===== src/rtl/serv_pwr_ctrl_if.sv =====
// rtl/serv_pwr_ctrl_if.sv - core-side sleep/wakeup handshake bundle for serv_pwr_ctrl (stats signals under SERV_PWR_STATS_EN)
interface serv_pwr_ctrl_if;
  logic        i_sleep_req;
  logic        i_wakeup_req;
  logic        i_bus_idle;
  logic        o_clk_en;
  logic        o_sleeping;
  logic        o_wake_ack;
`ifdef SERV_PWR_STATS_EN
  logic        i_stats_clr;
  logic [31:0] o_sleep_cycles;
`endif

`ifdef SERV_PWR_STATS_EN
  modport master (
    output i_sleep_req, i_wakeup_req, i_bus_idle, i_stats_clr,
    input  o_clk_en, o_sleeping, o_wake_ack, o_sleep_cycles
  );
  modport slave (
    input  i_sleep_req, i_wakeup_req, i_bus_idle, i_stats_clr,
    output o_clk_en, o_sleeping, o_wake_ack, o_sleep_cycles
  );
`else
  modport master (
    output i_sleep_req, i_wakeup_req, i_bus_idle,
    input  o_clk_en, o_sleeping, o_wake_ack
  );
  modport slave (
    input  i_sleep_req, i_wakeup_req, i_bus_idle,
    output o_clk_en, o_sleeping, o_wake_ack
  );
`endif
endinterface


===== src/rtl/serv_pwr_ctrl.sv =====
// rtl/serv_pwr_ctrl.sv - WFI sleep/wakeup responder driving the core clock-gate enable
// Optional gated-cycle counter enabled by defining SERV_PWR_STATS_EN.
module serv_pwr_ctrl #(
  parameter int unsigned WAKE_DELAY  = 4,
  parameter int unsigned SYNC_STAGES = 2
) (
  input  logic           i_clk,
  input  logic           i_rst_n,
  serv_pwr_ctrl_if.slave pwr
);

  typedef enum logic [1:0] {
    ST_RUN   = 2'd0,
    ST_DRAIN = 2'd1,
    ST_SLEEP = 2'd2,
    ST_WAKE  = 2'd3
  } state_t;

  state_t     state_q, state_d;
  logic       clk_en_q, clk_en_d;
  logic       sleeping_q, sleeping_d;
  logic       wake_ack_q, wake_ack_d;
  logic [7:0] cnt_q, cnt_d;
  logic       wk;

  generate
    if (SYNC_STAGES == 0) begin : g_nosync
      assign wk = pwr.i_wakeup_req;
    end else begin : g_sync
      logic [SYNC_STAGES-1:0] sync_q, sync_d;

      always_comb begin
        sync_d = SYNC_STAGES'({sync_q, pwr.i_wakeup_req});
      end

      always_ff @(posedge i_clk or negedge i_rst_n) begin
        if (!i_rst_n) sync_q <= '0;
        else          sync_q <= sync_d;
      end

      assign wk = sync_q[SYNC_STAGES-1];
    end
  endgenerate

  always_comb begin
    state_d    = state_q;
    clk_en_d   = clk_en_q;
    sleeping_d = sleeping_q;
    wake_ack_d = 1'b0;
    cnt_d      = cnt_q;
    case (state_q)
      ST_RUN: begin
        // The ack cycle itself is a holdoff so the core can drop its request.
        if (pwr.i_sleep_req && !wake_ack_q) begin
          if (wk) wake_ack_d = 1'b1;
          else    state_d    = ST_DRAIN;
        end
      end
      ST_DRAIN: begin
        if (wk) begin
          state_d    = ST_RUN;
          wake_ack_d = 1'b1;
        end else if (!pwr.i_sleep_req) begin
          state_d = ST_RUN;
        end else if (pwr.i_bus_idle) begin
          state_d    = ST_SLEEP;
          clk_en_d   = 1'b0;
          sleeping_d = 1'b1;
        end
      end
      ST_SLEEP: begin
        if (wk) begin
          sleeping_d = 1'b0;
          if (WAKE_DELAY == 0) begin
            state_d    = ST_RUN;
            clk_en_d   = 1'b1;
            wake_ack_d = 1'b1;
          end else begin
            state_d = ST_WAKE;
            cnt_d   = 8'(WAKE_DELAY);
          end
        end
      end
      ST_WAKE: begin
        // A dropped wakeup request does not abort; the settle always completes.
        if (cnt_q <= 8'd1) begin
          state_d    = ST_RUN;
          clk_en_d   = 1'b1;
          wake_ack_d = 1'b1;
        end
        if (cnt_q != 8'd0) cnt_d = cnt_q - 8'd1;
      end
      default: begin
        state_d  = ST_RUN;
        clk_en_d = 1'b1;
      end
    endcase
  end

  always_ff @(posedge i_clk or negedge i_rst_n) begin
    if (!i_rst_n) begin
      state_q    <= ST_RUN;
      clk_en_q   <= 1'b1;
      sleeping_q <= 1'b0;
      wake_ack_q <= 1'b0;
      cnt_q      <= 8'd0;
    end else begin
      state_q    <= state_d;
      clk_en_q   <= clk_en_d;
      sleeping_q <= sleeping_d;
      wake_ack_q <= wake_ack_d;
      cnt_q      <= cnt_d;
    end
  end

  assign pwr.o_clk_en   = clk_en_q;
  assign pwr.o_sleeping = sleeping_q;
  assign pwr.o_wake_ack = wake_ack_q;

`ifdef SERV_PWR_STATS_EN
  logic [31:0] sleep_cycles_q, sleep_cycles_d;

  always_comb begin
    sleep_cycles_d = sleep_cycles_q;
    if (pwr.i_stats_clr)  sleep_cycles_d = 32'd0;
    else if (!clk_en_q)   sleep_cycles_d = sleep_cycles_q + 32'd1;
  end

  always_ff @(posedge i_clk or negedge i_rst_n) begin
    if (!i_rst_n) sleep_cycles_q <= 32'd0;
    else          sleep_cycles_q <= sleep_cycles_d;
  end

  assign pwr.o_sleep_cycles = sleep_cycles_q;
`endif

endmodule

===== src/flat_wrapper.sv =====
// flat-port wrapper written by rule: the top's interface ports become plain ports
module serv_pwr_ctrl_flat 
#(
  parameter int unsigned WAKE_DELAY  = 4,
  parameter int unsigned SYNC_STAGES = 2
)
  (i_clk, i_rst_n, pwr_i_sleep_req, pwr_i_wakeup_req, pwr_i_bus_idle, pwr_o_clk_en, pwr_o_sleeping, pwr_o_wake_ack);
  serv_pwr_ctrl_if pwr_i ();
  input  logic i_clk;
  input  logic i_rst_n;
  input wire logic [$bits(pwr_i.i_sleep_req)-1:0] pwr_i_sleep_req;
  input wire logic [$bits(pwr_i.i_wakeup_req)-1:0] pwr_i_wakeup_req;
  input wire logic [$bits(pwr_i.i_bus_idle)-1:0] pwr_i_bus_idle;
  output wire logic [$bits(pwr_i.o_clk_en)-1:0] pwr_o_clk_en;
  output wire logic [$bits(pwr_i.o_sleeping)-1:0] pwr_o_sleeping;
  output wire logic [$bits(pwr_i.o_wake_ack)-1:0] pwr_o_wake_ack;
  assign pwr_i.i_sleep_req = pwr_i_sleep_req;
  assign pwr_i.i_wakeup_req = pwr_i_wakeup_req;
  assign pwr_i.i_bus_idle = pwr_i_bus_idle;
  assign pwr_o_clk_en = pwr_i.o_clk_en;
  assign pwr_o_sleeping = pwr_i.o_sleeping;
  assign pwr_o_wake_ack = pwr_i.o_wake_ack;
  serv_pwr_ctrl #(.WAKE_DELAY(WAKE_DELAY), .SYNC_STAGES(SYNC_STAGES)) u_core (.i_clk(i_clk), .i_rst_n(i_rst_n), .pwr(pwr_i));
endmodule

===== config.mk =====
export PLATFORM = sky130hd
export DESIGN_NAME = serv_pwr_ctrl_flat
export DESIGN_NICKNAME = d
export VERILOG_FILES = /design/src/rtl/serv_pwr_ctrl_if.sv /design/src/rtl/serv_pwr_ctrl.sv /design/src/flat_wrapper.sv
export SDC_FILE = /design/constraint.sdc
export NUM_CORES = 1
export LEC_CHECK = 0
export BUFFER_PORTS_ARGS = -buffer_cell sky130_fd_sc_hd__buf_2
export CORE_MARGIN = 5
export CORE_UTILIZATION = 50
export CTS_BUF_LIST = sky130_fd_sc_hd__clkbuf_8
export CTS_CLUSTER_SIZE = 30
export DETAILED_ROUTE_END_ITERATION = 16
export PLACE_DENSITY_LB_ADDON = 0.1
export SLEW_MARGIN = 10
export SYNTH_ARGS = -nofsm -noshare
export SYNTH_HDL_FRONTEND = slang
export SYNTH_SLANG_ARGS = --single-unit

===== constraint.sdc =====
create_clock -name i_clk -period 1.95 [get_ports i_clk]
set_input_delay 0.39 -clock i_clk [delete_from_list [all_inputs] [get_ports i_clk]]
set_output_delay 0.39 -clock i_clk [all_outputs]
set_load 0.01 [all_outputs]

==> results.md <==
- Post-synth EDFFs: 0
- Peak VDD IR: 1.10 mV
- Leakage: 0.399 nW
- Slew margin rel.: 69.0%
- Kind of critical path: flip-flop to flip-flop
- Worst Path Required: approximately 2.1 ns
- Row cnt: 14
- Mapped Nets: 86
- Post-Route WL: around 1.6 mm
- RSZ-0062 raised after global routing: false
- Power Dens Cells: 1700 nW/um^2
- Wire per inst: ~15 um
- CP arrival: about 2 ns
- Starting density of the core: 52.9%
- Total gr overflow: 0
- Initial antenna violation count: 0
- DIE AREA: ~2500 um^2
- Antenna Nets Post-Route: 0
- CTS Buf Count: 3
- Die Y: 50.1 um
- Setup TNS Final: 0 ns
- Vias in the first global route: 622
- Routability congestion estimate: 0.859
- Core ar.: 1520 um^2
- DR iter-0 viols: 8
- IO Count: 8
- Ys Warns: 0
- Top-area cell type share of the netlist area: 43.5%
- Port bufs: 7
- Root Buffer: clkbuf_8
- Dominant synthesized flop cell: dfrtp_1
- Worst slew pin tran: around 0.46 ns
- Filler cell count: 134
- Most area-hungry cell type in the Yosys netlist: dfrtp_1
- Sink Count: 15
- Slowest CP cell: dfrtp_1
- Register share of total power: 37.3%
- Mapped Cells: 79
- Combinational power share: a little under half
- Fmax achieved: 544 MHz
- Final Cycle Share: 94.2%
- Routed via count: approximately 640
- CTS max path bufs: 2
- Area grow syn2layout: 14.0%
- Most common cell in the netlist: dfrtp_1
- Crit path launch: u_core.cnt_q[0]
- Nets: 98
- Avg Inst Size Synth: roughly 10 um^2
- Area contributors post-synth: dfrtp_1 (43%), dfstp_2 (3.3%), inv_1 (3.3%)
- Crit path time final: approximately 1.8 ns
- Synth cell types: 38
- Multi-input gate area: 399 um^2
- CP max stage delay: 0.41 ns
- Register Area: roughly 380 um^2
- Clk network pwr share: 16.1%
- Clock Latency Late Sink: 0.25 ns
- Setup Skew: 0.00200 ns
- First-pass DRT Iterations: 4
- Diode count: 0
- Internal power: 0.000908 W
- Flops & latches, synth: 15
- Fin. max-slew vios: 0
- Worst reg2reg setup slack: 0.11 ns
- Ys async rst share: 100%
- Reg2reg start: u_core.cnt_q[0]
- CTS tree: done
- Overall Power: 0.00156 W
- Reg-to-Reg End: u_core.cnt_q[6]
- Gr usage total: ~14%
- Critical Path End Type: flip-flop
- Dpl hpwl: 1.16 mm
- Switch Pwr: 0.000649 W
- Worst Setup EP: u_core.cnt_q[6]
- Status: completed
- Largest net degree at the start of global routing: 16
- First-pass GRT wire length: 2.73 mm
- Mapped Area: 806 um^2
- Max FO, Critical Path: 4
- Die width: 50.1 um
- CP Launch Type: flip-flop
- Post-synth top cells: dfrtp_1 (14), inv_1 (7), nand2_1 (7)
- Layout cells sized above 1: a little over a quarter
- Vias per cell: 6.00
- Worst path cell trace: inv_1 -> ha_2 -> or3b_4 -> a2111oi_2 -> xnor2_1 -> nor2_1
- Switching Fraction: a little over two fifths
- Fin. Hold Viols: 0
- Reg2Reg Depth: 6
- H-tree level count: 1
- Reg clk slew, reported paths: 0.06 ns
- Max-cap viol count: 0
- Final Setup Violations: 0
- # DRC: 0
- Hold WC Path Type: primary input to asynchronous set/reset pin
- Sequential area share after synthesis: 46.7%
==> registers in the layout, summed over array words and instances (netlist names), named ones only <==
signal / flops
u_core.cnt_q: 8
u_core.g_sync.sync_q: 2
u_core.pwr.o_clk_en: 1
u_core.pwr.o_sleeping: 1
u_core.pwr.o_wake_ack: 1
u_core.state_q: 1
==> timing repair <==
item / 4_1_cts / 5_1_grt
hold buffers: 0 / 0
setup buffers: 0 / 1
endpoints found under the setup margin: 0 / 1
gates resized for setup: 0 / 2
==> metrics by stage <==
step                      util [%]  instance area, um^2  setup WS [ns]  hold slack, ns  cells
after floorplan                  -                  806          0.206          0.0944     79
after global placement        56.3                  858          0.138           0.310    101
after detailed placement      56.3                  858          0.107           0.312    101
after CTS                     59.4                  905         0.0730          0.0450    105
after global routing          60.3                  918         0.0221          0.0571    106
final                         60.3                  918          0.113          0.0289    106
==> kinds of logic (layout without fill, tap and decap cells) <==
kind of cell / count (synthesis) / count (layout) / synth area share [%]
buffers and inverters: 9 / 20 / 4.50
and+or+nand+nor: 27 / 27 / 20.7
AOI/OAI and AO/OA: 24 / 24 / 22.8
xor gates and xnor gates: 2 / 2 / 2.17
DFF: 15 / 15 / 46.7
adders and majority gates: 2 / 2 / 3.11
==> placed cells by master, fill, tap and decap left out, types with 2 or more instances in the layout <==
cell type	n
a311oi_1	2
xnor2_1	2
clkbuf_8	3
nor2_1	5
dfrtp_1	14
buf_2	7
inv_1	7
o21ai_0	3
nand2_1	7
buf_4	2
and2_1	2
o31ai_1	2
a21oi_1	4
or3_1	2
==> worst max-delay path: cells and delay by family (launching register included) <==
family | cells | cell delay [ns]
simple gates | 2 | 0.46
xor+xnor | 1 | 0.16
flops | 1 | 0.41
fa+ha+maj | 1 | 0.20
compound gates | 1 | 0.38
buf+inv | 1 | 0.11
==> area by class of cell <==
| type | instances | share of cell area, % |
|---|---|---|
| repair buffers | 9 | 5.45 |
| inverters | 7 | 2.86 |
| clock inverters | 1 | 0.545 |
| clock buffers | 3 | 4.50 |
| flip-flops and latches | 15 | 41.0 |
| well taps | 16 | 2.18 |
| multi-input cells | 55 | 43.5 |
==> layer usage <==
| layer | track usage (%) | routed length, um | vias up |
|---|---|---|---|
| met4 | 11.4 | 70 | 0 |
| met2 | 18.8 | 701 | 13 |
| met1 | 18.9 | 742 | 300 |
| li1 | - | - | 315 |
| met5 | 0 | 0 | - |
| met3 | 4.14 | 57 | 8 |
==> how the worst min path moves through the flow <==
stage	startpoint	to	slack [ns]	cells past startpoint
after global placement	i_rst_n	u_core.state_q[0]	0.31	1
after global routing	i_rst_n	u_core.pwr.o_wake_ack	0.06	1
after CTS	i_rst_n	u_core.pwr.o_wake_ack	0.05	1
after floorplan	i_rst_n	asynchronous set/reset pin	0.09	0
after detailed placement	i_rst_n	u_core.pwr.o_wake_ack	0.31	1
final	i_rst_n	u_core.pwr.o_wake_ack	0.03	1
==> power by group through the flow <==
| stage | Sequential (W) | Combinational (W) | Clock, W |
|---|---|---|---|
| after global routing | 0.000599 | 0.000816 | 0.000272 |
| after global placement | 0.000580 | 0.000689 | 0 |
| after CTS | 0.000581 | 0.000701 | 0.000253 |
| after detailed placement | 0.000585 | 0.000695 | 0 |
| final | 0.000582 | 0.000725 | 0.000251 |
| after floorplan | 0.000542 | 0.000566 | 0 |
Note: power is estimated with default switching activity, not from simulation.
